--- config.mk ---
export PLATFORM = sky130hd
export DESIGN_NAME = cpu_if_arbiter
export DESIGN_NICKNAME = d
export VERILOG_FILES = /design/src/rtl/cpu_if_arbiter.sv
export SDC_FILE = /design/constraint.sdc
export NUM_CORES = 1
export LEC_CHECK = 0
export CAP_MARGIN = 20
export CORE_AREA = 5 5 122 153
export DETAILED_ROUTE_END_ITERATION = 8
export DIE_AREA = 0 0 127 158
export GPL_TIMING_DRIVEN = 0
export PLACE_DENSITY = 0.73
export REMOVE_ABC_BUFFERS = 1
export SLEW_MARGIN = 15
export SYNTH_ARGS = -nofsm -noshare
export SYNTH_HDL_FRONTEND = slang
export SYNTH_SLANG_ARGS = --single-unit
--- constraint.sdc ---
create_clock -name clk -period 3.2 [get_ports clk]
set_input_delay 0.64 -clock clk [delete_from_list [all_inputs] [get_ports clk]]
set_output_delay 0.64 -clock clk [all_outputs]
set_load 0.03 [all_outputs]
--- src/rtl/cpu_if_arbiter.sv ---
// cpu_if_arbiter: round-robin arbiter sharing one CPU interface target among N_REQ requesters.
// Each access runs IDLE -> ISSUE -> WAIT -> DONE: the one-cycle strobe comes out in ISSUE,
// and the done pulse comes out in DONE.
// Optional feature: define CPU_IF_ARB_TIMEOUT_EN to build a watchdog. It aborts a WAIT that
// lasts TIMEOUT_CYC cycles and flags the abort on req_err.
module cpu_if_arbiter #(
   parameter int unsigned N_REQ       = 4,
   parameter int unsigned ADDR_W      = 16,
   parameter int unsigned DATA_W      = 32,
   parameter int unsigned TIMEOUT_CYC = 255
) (
   input  logic                      clk,
   input  logic                      reset,
   input  logic [N_REQ-1:0]          req_read,
   input  logic [N_REQ-1:0]          req_write,
   input  logic [N_REQ*ADDR_W-1:0]   req_addr,
   input  logic [N_REQ*DATA_W-1:0]   req_wdata,
   output logic [N_REQ-1:0]          req_done,
   output logic [DATA_W-1:0]         req_rdata,
   output logic                      req_err,
   output logic                      cpu_read,
   output logic                      cpu_write,
   output logic [ADDR_W-1:0]         cpu_addr,
   output logic [DATA_W-1:0]         cpu_wdata,
   input  logic [DATA_W-1:0]         cpu_rdata,
   input  logic                      cpu_access_complete,
   input  logic                      cpu_access_ready
);

   localparam int unsigned IDX_W = $clog2(N_REQ);

   typedef enum logic [1:0] {StIdle, StIssue, StWait, StDone} state_e;

   state_e             state_q, state_d;
   logic [IDX_W-1:0]   rr_ptr_q, rr_ptr_d;
   logic [IDX_W-1:0]   grant_q, grant_d;
   logic               op_write_q, op_write_d;
   logic [ADDR_W-1:0]  addr_q, addr_d;
   logic [DATA_W-1:0]  wdata_q, wdata_d;
   logic [N_REQ-1:0]   done_q, done_d;
   logic [DATA_W-1:0]  rdata_q, rdata_d;
   logic               err_q, err_d;
   logic               rd_q, rd_d;
   logic               wr_q, wr_d;

   logic [N_REQ-1:0]   req_act;
   logic               win_found;
   logic [IDX_W-1:0]   win_idx;
   logic [IDX_W-1:0]   cand;
   logic               timeout;

   assign req_act = req_read | req_write;

`ifdef CPU_IF_ARB_TIMEOUT_EN
   localparam int unsigned CNT_W = $clog2(TIMEOUT_CYC + 1);

   logic [CNT_W-1:0] cnt_q, cnt_d;

   // Watchdog counter: cleared in ISSUE, counts WAIT cycles.
   always_comb begin
      cnt_d = cnt_q;
      if (state_q == StIssue) begin
         cnt_d = '0;
      end else if (state_q == StWait) begin
         cnt_d = cnt_q + 1'b1;
      end
   end

   // Watchdog counter register.
   always_ff @(posedge clk or posedge reset) begin
      if (reset) begin
         cnt_q <= '0;
      end else begin
         cnt_q <= cnt_d;
      end
   end

   // The last allowed WAIT cycle is the one in which the counter reaches TIMEOUT_CYC.
   assign timeout = (state_q == StWait) && (cnt_q == CNT_W'(TIMEOUT_CYC - 1));
`else
   logic unused_timeout_cyc;

   assign unused_timeout_cyc = ^TIMEOUT_CYC;
   assign timeout            = 1'b0;
`endif

   // Round-robin search: first active requester at or above rr_ptr, wrapping.
   always_comb begin
      win_found = 1'b0;
      win_idx   = '0;
      cand      = '0;
      for (int unsigned i = 0; i < N_REQ; i++) begin
         cand = IDX_W'((32'(rr_ptr_q) + i) % N_REQ);
         if (!win_found && req_act[cand]) begin
            win_found = 1'b1;
            win_idx   = cand;
         end
      end
   end

   // Next-state logic and registered-output next values.
   always_comb begin
      state_d    = state_q;
      rr_ptr_d   = rr_ptr_q;
      grant_d    = grant_q;
      op_write_d = op_write_q;
      addr_d     = addr_q;
      wdata_d    = wdata_q;
      done_d     = '0;
      rdata_d    = rdata_q;
      err_d      = err_q;
      rd_d       = 1'b0;
      wr_d       = 1'b0;
      case (state_q)
         StIdle: begin
            if (cpu_access_ready && win_found) begin
               grant_d    = win_idx;
               // A write request wins over a simultaneous read request.
               op_write_d = req_write[win_idx];
               addr_d     = req_addr[32'(win_idx) * ADDR_W +: ADDR_W];
               wdata_d    = req_wdata[32'(win_idx) * DATA_W +: DATA_W];
               wr_d       = req_write[win_idx];
               rd_d       = ~req_write[win_idx];
               state_d    = StIssue;
            end
         end
         StIssue: begin
            state_d = StWait;
         end
         StWait: begin
            if (cpu_access_complete) begin
               rdata_d          = op_write_q ? '0 : cpu_rdata;
               err_d            = 1'b0;
               done_d[grant_q]  = 1'b1;
               state_d          = StDone;
            end else if (timeout) begin
               rdata_d          = '0;
               err_d            = 1'b1;
               done_d[grant_q]  = 1'b1;
               state_d          = StDone;
            end
         end
         StDone: begin
            rr_ptr_d = (grant_q == IDX_W'(N_REQ - 1)) ? '0 : grant_q + 1'b1;
            state_d  = StIdle;
         end
         default: begin
            state_d = StIdle;
         end
      endcase
   end

   // State and output registers.
   always_ff @(posedge clk or posedge reset) begin
      if (reset) begin
         state_q    <= StIdle;
         rr_ptr_q   <= '0;
         grant_q    <= '0;
         op_write_q <= 1'b0;
         addr_q     <= '0;
         wdata_q    <= '0;
         done_q     <= '0;
         rdata_q    <= '0;
         err_q      <= 1'b0;
         rd_q       <= 1'b0;
         wr_q       <= 1'b0;
      end else begin
         state_q    <= state_d;
         rr_ptr_q   <= rr_ptr_d;
         grant_q    <= grant_d;
         op_write_q <= op_write_d;
         addr_q     <= addr_d;
         wdata_q    <= wdata_d;
         done_q     <= done_d;
         rdata_q    <= rdata_d;
         err_q      <= err_d;
         rd_q       <= rd_d;
         wr_q       <= wr_d;
      end
   end

   assign req_done  = done_q;
   assign req_rdata = rdata_q;
   assign req_err   = err_q;
   assign cpu_read  = rd_q;
   assign cpu_write = wr_q;
   assign cpu_addr  = addr_q;
   assign cpu_wdata = wdata_q;

endmodule
==> impl_metrics.yaml <==
routing:
  dr.first_iter.drc_count: 366
  vias: 6146
  routed_wl_mm: 24.0
  firstDrtPassIters: 5
  ant_nets: 0
  drc: 0
  viasPerCell: 5.24
  drt-wirelength-per-cell_um: 20.5
worst_setup_path:
  critPathKind: "in2reg"
  cp-start-kind: "primary input"
  cp_cell_sequence: "clkdlybuf4s50_1, nor4_1, nand2_1, nand3_4, buf_16, nor3_1, o221ai_2, o211ai_2"
  cp_slowest_cell: "nor4_1"
  critPathArrivalTime_ns: 3.25
  crit_buf_inv: 2
  critical_path.max_stage_delay_ns: 0.64
  cpLargestDelayFamily: "simple AND/OR/NAND/NOR gates"
  required_ns: 3.41
  crit_fanout: 60
  setup.worst_path.end_class: "flop"
clock_network:
  root_buffer: "clkbuf_16"
  clkSlewWorstSetupHoldPaths_ns: 0.08
  clk_path_buf_depth: 2
  clk_latency_ns: 0.35
  clock-sinks: 93
  htreeDepth: 3
  cts_tree: "done"
  numCtsBuffers: 9
placed_design:
  place_hpwl_mm: 18.4
  io_buffers: 321
  placed_cells: 1150
  dpl_cell_area_mm2: 0.00955
  dpl_worst_slack_ns: -0.452
  gp_congestion: 0.885
min_path:
  hold_class: "reg2reg"
synth:
  synth.avg_cell_area_um2: 9.26
  yosys.area_share.simple: 0.203
  synth_edf_count: 0
  synth_top_cell_area_share: 0.386
  yosys_warnings: 0
  yosysSeqAreaShare: 0.386
  synth_compound_area_frac: 0.255
  synth_top_family_by_area: "compound AO/OA/AOI/OAI gates"
  synthAdderAreaFrac: 0.0145
  synth.distinct_cells: 53
  postSynthCellCount: 651
  synth-xor-area-share: 0
  async_reset_ff_frac: 1.00
  yosys.area.top_type: "dfrtp_1"
  synthTopCellsByArea: "dfrtp_1 39%, mux2i_1 8.1%, o221ai_2 7.5%"
  ys_ff_latch: 93
  syn-cell-area_mm2: 0.00603
  synthFlopType: "dfrtp_1"
  muxShareOfSynthArea: 0.0832
floorplanning:
  die_w_um: 127
  start_util: 0.351
  die_h_um: 158
  io_pins: 323
  core-area_mm2: 0.0172
  die_area_mm2: 0.0201
  rows: 54
timing:
  worstMarginPinSlew_ns: 0.803
  layout_min_cycle_time_ns: 3.04
  finalSetupViolCount: 0
  maxSlewHeadroom: 0.464
  holdWs_ns: 0.481
  finalHoldViolations: 0
  grt_setup_unrepaired: "no"
  fin_tns_setup_ns: 0
  skew_ns: 0.00881
  drv_slew: 0
  post-route-period-util: 0.950
  fmax_mhz: 329
  setup_ws_ns: 0.160
grt:
  grt_overflow: 0
  grt_pass1_vias: 6130
  track_usage: 0.232
  grt_max_degree: 70
  grt_pass1_wl_mm: 36.1
  antenna_found_initial: 2
run_status:
  outcome: "completed"
layout:
  final-instance-count-excl-fill: 1172
  drive_gt1_frac: 0.103
  area_growth_pct: 64.5
  fin_util: 0.578
  postLayoutCellArea_mm2: 0.00992
  nFillCells: 1547
  nNetsFinal: 1184
power:
  ir_drop_uv: 403
  power_leakage_nw: 3.93
  power_density_mw_per_mm2: 848
  finalPower_mw: 8.41
job:
  drv_cap: 0
==> state kept, by name, summed over array words and instances, names as in the netlist <==
signal,count
cpu_addr,16
cpu_read,1
rr_ptr_q,2
req_rdata,32
grant_q,2
state_q,2
cpu_write,1
op_write_q,1
cpu_wdata,32
req_done,4
==> cells in the final DEF, fill, tap and decap left out, types with 2 or more instances in the layout <==
| cell type | n |
|---|---|
| diode_2 | 2 |
| inv_6 | 5 |
| or2_1 | 2 |
| mux2i_1 | 49 |
| inv_1 | 7 |
| nor4b_1 | 2 |
| a21oi_4 | 3 |
| buf_12 | 3 |
| nor4_1 | 3 |
| nor3b_1 | 2 |
| clkdlybuf4s50_1 | 321 |
| nor2_1 | 59 |
| o22ai_1 | 3 |
| o221ai_1 | 17 |
| o221ai_2 | 30 |
| or4_1 | 2 |
| dfrtp_1 | 93 |
| a21oi_1 | 4 |
| or2_2 | 3 |
| a211oi_1 | 7 |
| nand2_2 | 2 |
| and3_1 | 5 |
| nor3_1 | 54 |
| buf_16 | 9 |
| clkbuf_16 | 9 |
| o211ai_2 | 20 |
| nor2_4 | 2 |
| nand2b_1 | 33 |
| ha_1 | 7 |
| o21ai_1 | 2 |
| a31oi_1 | 2 |
| o21ai_0 | 39 |
| o32ai_1 | 2 |
| o21bai_1 | 2 |
| buf_4 | 3 |
| nand2_1 | 88 |
| o211ai_1 | 29 |
==> layout make-up <==
| class | count | area [um^2] | share of cell area |
|---|---|---|---|
| timing repair buffer | 336 | 3540 | 0.357 |
| multi-input combinational | 493 | 3420 | 0.345 |
| sequential | 93 | 2330 | 0.235 |
| tap | 224 | 280 | 0.0283 |
| clock buffer | 9 | 225 | 0.0227 |
| clock inverter | 7 | 85.1 | 0.00858 |
| inverter | 8 | 35.0 | 0.00353 |
| antenna | 2 | 5.00 | 0.000505 |
==> cell families (layout without fill, tap and decap cells) <==
kind of cell,count (synthesis),count (layout)
AND/OR/NAND/NOR,264,264
AO/OA/AOI/OAI,171,171
flip-flops,93,93
buffers and inverters,65,360
multiplexers,50,50
adder cells (fa/ha/maj),7,7
other,1,3
==> routing by layer <==
| layer | up-vias | wire (um) | GRT usage |
|---|---|---|---|
| met5 | - | 0 | 0 |
| met4 | 0 | 393 | 0.0690 |
| met3 | 19 | 1280 | 0.0439 |
| met2 | 205 | 12900 | 0.422 |
| met1 | 2930 | 9390 | 0.278 |
| li1 | 2992 | - | - |
==> tightest hold or removal path, delay by kind of cell, from the launching register on <==
kind / cells / cell delay (ns)
flops: 1 / 0.35
compound gates: 1 / 0.06
simple gates: 1 / 0.04
==> synthesized netlist by cell type, drive strengths merged, types with 2 or more instances <==
library cell  count
dfrtp            93
buf              32
or2               5
o21bai            2
o32ai             2
mux2i            49
nor3             54
o22ai             3
nor2             61
and3              5
o211ai           49
inv               8
nor4              3
or4               2
a211oi            7
nand2            91
nand2b           33
o221ai           47
o21ai            41
nand3             3
ha                7
a31oi             2
a21oi             7
nor3b             2
nor4b             2
clkbuf           25
==> final timing paths <==
check / start / to / slack [ns] / depth (start not counted)
min in group asynchronous: reset / cpu_addr[11] / 0.62 / 2
max: req_read[2] / cpu_wdata[13] / 0.16 / 8
min: req_rdata[6] / req_rdata[6] / 0.48 / 2
max reg2reg: rr_ptr_q[1] / cpu_wdata[10] / 0.29 / 6
min reg2reg: req_rdata[6] / req_rdata[6] / 0.48 / 2
max in group asynchronous: reset / req_rdata[8] / 1.93 / 3
==> what timing repair did <==
| action | in CTS | in global routing |
|---|---|---|
| endpoints found under the setup margin | 35 | 1 |
| setup buffers | 4 | 0 |
| gates resized for setup | 1 | 1 |
| hold buffers | 0 | 0 |
==> power breakdown <==
group | internal [mW] | leakage [nW] | total [mW] | switching (mW)
logic | 2.22 | 2.59 | 5.19 | 2.98
registers | 1.70 | 1.19 | 2.07 | 0.370
clock network | 0.625 | 0.153 | 1.15 | 0.525
total | 4.54 | 3.93 | 8.41 | 3.87
Note: power is estimated with default switching activity, not from simulation.
